### config.mk
export PLATFORM = sky130hd
export DESIGN_NAME = cal1d_fp16_pool_seq
export DESIGN_NICKNAME = d
export VERILOG_FILES = /design/src/rtl/cal1d_pool_pkg.sv /design/src/rtl/cal1d_fp16_pool_seq.sv
export SDC_FILE = /design/constraint.sdc
export NUM_CORES = 1
export LEC_CHECK = 0
export CAP_MARGIN = 20
export CORE_MARGIN = 8
export CORE_UTILIZATION = 42
export DETAILED_ROUTE_END_ITERATION = 7
export PLACE_DENSITY = 0.86
export SYNTH_ARGS = -nofsm -noshare
export SYNTH_HDL_FRONTEND = slang
export SYNTH_SLANG_ARGS = --single-unit
export TNS_END_PERCENT = 20
### constraint.sdc
create_clock -name autosa_op_gated_clk_fp16 -period 2.1 [get_ports autosa_op_gated_clk_fp16]
set_input_delay 0.21 -clock autosa_op_gated_clk_fp16 [delete_from_list [all_inputs] [get_ports autosa_op_gated_clk_fp16]]
set_output_delay 0.21 -clock autosa_op_gated_clk_fp16 [all_outputs]
set_load 0.03 [all_outputs]
### src/rtl/cal1d_pool_pkg.sv
// Shared widths and state encoding for the fp17 pooling sequencer.
`default_nettype none

package cal1d_pool_pkg;

  localparam int FP17_W     = 17;
  localparam int POOL_LANES = 4;
  localparam int POOL_VEC_W = FP17_W * POOL_LANES;
  localparam int KW_W       = 3;

  typedef enum logic [2:0] {
    ST_IDLE = 3'd0,
    ST_HOLD = 3'd1,
    ST_ADD  = 3'd2,
    ST_WAIT = 3'd3,
    ST_OUT  = 3'd4
  } pool_state_e;

endpackage

`default_nettype wire

### src/rtl/cal1d_fp16_pool_seq.sv
// Window-sum sequencer: accumulates K 4-lane fp17 vectors through an external
// adder, one addition in flight at a time, and emits the pooled sum.
`default_nettype none

module cal1d_fp16_pool_seq
  import cal1d_pool_pkg::*;
(
  input  logic                  autosa_op_gated_clk_fp16,
  input  logic                  autosa_core_rst,
  input  logic [KW_W-1:0]       cfg_kernel_width,
  input  logic                  pool_in_pvld,
  output logic                  pool_in_prdy,
  input  logic [POOL_VEC_W-1:0] pool_in_pd,
  input  logic                  pool_in_last,
  output logic                  sum_in_pvld,
  input  logic                  sum_in_prdy,
  output logic [POOL_VEC_W-1:0] sum_a_pd,
  output logic [POOL_VEC_W-1:0] sum_b_pd,
  input  logic                  sum_out_pvld,
  output logic                  sum_out_prdy,
  input  logic [POOL_VEC_W-1:0] sum_out_pd,
  output logic                  pool_out_pvld,
  input  logic                  pool_out_prdy,
  output logic [POOL_VEC_W-1:0] pool_out_pd
);

  pool_state_e           r_state;
  pool_state_e           w_next;
  logic [POOL_VEC_W-1:0] r_partial;
  logic [POOL_VEC_W-1:0] r_operand;
  logic [KW_W-1:0]       r_cnt;
  logic [KW_W-1:0]       r_klat;
  logic                  r_close;

  logic                  w_in_acc;
  logic                  w_open;
  logic                  w_open_to_out;
  logic [KW_W-1:0]       w_cnt_inc;

  // pool_in_prdy follows pool_out_prdy in OUT so a new window can open in
  // the same cycle the finished one is taken, without a bubble.
  assign pool_in_prdy  = (r_state == ST_IDLE) || (r_state == ST_HOLD) ||
                         ((r_state == ST_OUT) && pool_out_prdy);
  assign sum_in_pvld   = (r_state == ST_ADD);
  assign sum_out_prdy  = (r_state == ST_WAIT);
  assign pool_out_pvld = (r_state == ST_OUT);
  assign sum_a_pd      = r_partial;
  assign sum_b_pd      = r_operand;
  assign pool_out_pd   = r_partial;

  assign w_in_acc      = pool_in_pvld && pool_in_prdy;
  assign w_open        = w_in_acc && ((r_state == ST_IDLE) || (r_state == ST_OUT));
  assign w_open_to_out = (cfg_kernel_width == '0) || pool_in_last;
  assign w_cnt_inc     = r_cnt + 3'd1;

  always_comb begin
    w_next = r_state;
    case (r_state)
      ST_IDLE: if (w_in_acc) w_next = w_open_to_out ? ST_OUT : ST_HOLD;
      ST_HOLD: if (w_in_acc) w_next = ST_ADD;
      ST_ADD:  if (sum_in_prdy) w_next = ST_WAIT;
      ST_WAIT: if (sum_out_pvld) w_next = ((w_cnt_inc == r_klat) || r_close) ? ST_OUT : ST_HOLD;
      ST_OUT: begin
        if (pool_out_prdy) begin
          if (w_in_acc) w_next = w_open_to_out ? ST_OUT : ST_HOLD;
          else          w_next = ST_IDLE;
        end
      end
      default: w_next = ST_IDLE;
    endcase
  end

  always_ff @(posedge autosa_op_gated_clk_fp16) begin
    if (autosa_core_rst) r_state <= ST_IDLE;
    else                 r_state <= w_next;
  end

  always_ff @(posedge autosa_op_gated_clk_fp16) begin
    if (autosa_core_rst) begin
      r_partial <= '0;
      r_operand <= '0;
      r_cnt     <= '0;
      r_klat    <= '0;
      r_close   <= 1'b0;
    end else begin
      if (w_open) begin
        r_partial <= pool_in_pd;
        r_cnt     <= '0;
        r_klat    <= cfg_kernel_width;
        r_close   <= 1'b0;
      end
      if ((r_state == ST_HOLD) && w_in_acc) begin
        r_operand <= pool_in_pd;
        r_close   <= pool_in_last;
      end
      if ((r_state == ST_WAIT) && sum_out_pvld) begin
        r_partial <= sum_out_pd;
        r_cnt     <= w_cnt_inc;
      end
    end
  end

endmodule

`default_nettype wire

==> reports/summary.txt <==
Ys Warns - 0
layer with the highest usage - met2
CP bufs+invs - 2
Layout Cells excl Fill - 1,205
fin nets - 1,151
syn avg cell area - 8.69 um2
Compound-Gate Fraction of Synth Area - 14.8%
largest net degree at the start of global routing - 91
dpl cell area - 9630 um2
syn_nets - 890
Synth area leader - dfxtp_1
Post-Syn Instances - 743
worst rel slew slack - 72.9%
share of the synthesized area in the top cell type - 45.3%
Initial Utilization - 42.8%
Final Hold Vio Count - 0
number of I/O port buffers - 353
Die Width - 140 um
TritonCTS clock tree - built
std cell rows - 45
Hold Startpoint - autosa_core_rst
Final ANT Viol Nets - 0
post-synthesis mux area share - 11.2%
synthesized area - 6460 um2
crit share post-route - 95.3%
largest family of logic cells by synthesized area - simple AND/OR/NAND/NOR gates
Iter 0 DRT Violations - 268
register-to-register setup slack - 0.52 ns
CTS clk-pin slew, worst paths - 0.06 ns
die area - 19,600 um2
critical path class - reg2out
met1 Use GR - 23.6%
worst vdd ir - 0.479 mV
Core Area - 15,100 um2
Top Family by Delay on Critical Path - buffers and inverters
Worst Max-Slew Pin Slew - 0.407 ns
first-pass GRT wire length - 33,900 um
total of max-cap violations - 0
Synth cell types - 37
startpoint types - flip-flop
Root Driver - clkbuf_16
drt pass-1 iters - 4
WL/cell - 18.5 um
initial antenna violation count - 0
Tot Pwr - 0.00800 W
Total Wirelength - 22,300 um
cells along the critical path - inv_1 -> nand2_1 -> a21oi_1 -> clkdlybuf4s50_1
GR met3 Demand/Resource - 8.19%
CP Data Required Time - 1.89 ns
Worst path slowest cell - clkdlybuf4s50_1
Hold Path Stages - 2
total CTS buffers - 17
WP data arrival - 1.79 ns
Synth Area in Adders - 0.194%
Worst Path Max Fanout - 13
Pwr Density - 785 nW/um2
gr usage total - 21.7%
post-synthesis sequential area ratio - 45.3%
RR Startpoint - r_cnt[0]
Leak Pwr - 3.88 nW
worst-skew pair later-pin latency - 0.42 ns
post-placement cell count - 1,173
R2R depth - 5
Critical Path Start - r_state[0]
vias - 6,157
vias in the first global route - 6,199
Max Clk Rate - 0.500 GHz
CTS Hold Buffers Added - 0
depth of the CTS H-tree - 4
post-synthesis simple-gate area fraction - 15.4%
setup TNS - 0 ns
Layout area overhead - 57.8%
status - complete, no violations
Post-synth EDFFs - 0
IO Pins - 354
Setup Fix Bufs, Post-CTS - 0
largest buffer count on any clock path - 2
clock sinks - 146
drc violations - 0
Synth Area in XOR/XNOR - 0.620%
Critical Path Max Stage Delay - 0.69 ns
crit end category - primary output
total grt overflow - 0
top cells by area, synth - dfxtp_1, mux2i_1, nand2_1, a211oi_1, buf_4
asr flop ratio synth - 0%
worst min path class - in2reg
Yosys reg bits - 146
chip height - 140 um
crit path time final - 2.00 ns
RSZ-0062 raised after global routing - false
dpl hpwl - 16,800 um
Post-synth top flop - dfxtp_1
placer congestion estimate - 0.798
Clock Skew - 0.0123 ns
Vias/cell - 5.11
Crit path depth - 4
Design Area, Final - 10,200 um2
Resized Gates After CTS - 4
routing usage on met2 - 38.2%
diode count - 0
final setup vio count - 0
Max Slew Vio Count - 0
layout cells sized above 1 - 5.11%
## registers in the layout, summed over array words and instances (netlist names)
signal	flops
pool_out_pd	68
sum_b_pd	68
r_cnt	3
r_klat	3
r_state	3
r_close	1
## worst paths after layout
check,to
max reg2reg,r_state[0]
max,pool_in_prdy
min reg2reg,sum_b_pd[61]
min,sum_b_pd[50]
## per-layer routing
metal / share of wire, % / routed length, um
met1: 40 / 8830
met2: 50 / 11100
met3: 9.0 / 2010
met4: 1.6 / 352
met5: 0 / 0
## worst reg2reg max path, delay by kind of cell, from the launching register on
kind	cells	cell delay (ns)
AO/OA/AOI/OAI	2	0.41
flip-flops	1	0.39
AND/OR/NAND/NOR	1	0.24
adder cells (fa/ha/maj)	1	0.22
XOR/XNOR	1	0.22
## layout by cell type (no fill, tap or decap), types with 2 or more instances in the layout
master and instances:
dfxtp_2 3, a31oi_1 2, nor3_1 2, nand2b_1 6
clkinvlp_4 2, dlygate4sd2_1 2, clkbuf_16 17, a21oi_1 76
mux2i_1 72, inv_6 3, a211oi_1 69, nor2_1 79
nand2_1 144, buf_12 9, clkbuf_8 2, clkdlybuf4s50_1 350
dfxtp_1 143, clkinv_2 5, buf_4 5
## final cells by class
class,count,area [um2]
fillers,1166,4900
multi-input cells,472,2730
clock inverters,12,105
inverters,1,3.75
clock buffers,20,457
flip-flops and latches,146,2930
repair buffers,366,3740
well taps,188,235
## cell families (layout without fill, tap and decap cells)
group,Yosys count,after routing
AOI/OAI and AO/OA,153,153
xor gates and xnor gates,3,3
adders and majority gates,1,1
buffers and inverters,125,399
DFF,146,146
muxes,72,72
and+or+nand+nor,243,243
## synthesized netlist by cell type, drive strengths merged, types with 2 or more instances
master  number
dfxtp      146
nand2      145
buf         96
nor2        80
a21oi       76
mux2i       72
a211oi      69
clkbuf      28
nand2b       6
a31oi        2
nor3         2
## power by group
part           switching [W]  internal (W)  total, W
combinational        0.00107      0.000961   0.00203
clock                0.00119       0.00169   0.00289
sequential          0.000141       0.00294   0.00308
## through the flow
step	hold WS (ns)	setup slack, ns	util, %
detailed placement	0.446	0.211	63.8
floorplan	0.346	0.678	-
global route	0.208	0.0314	67.5
global placement	0.441	0.243	63.8
CTS	0.189	0.0573	67.5
finish	0.200	0.0986	67.5
(Power assumes the default switching activity.)
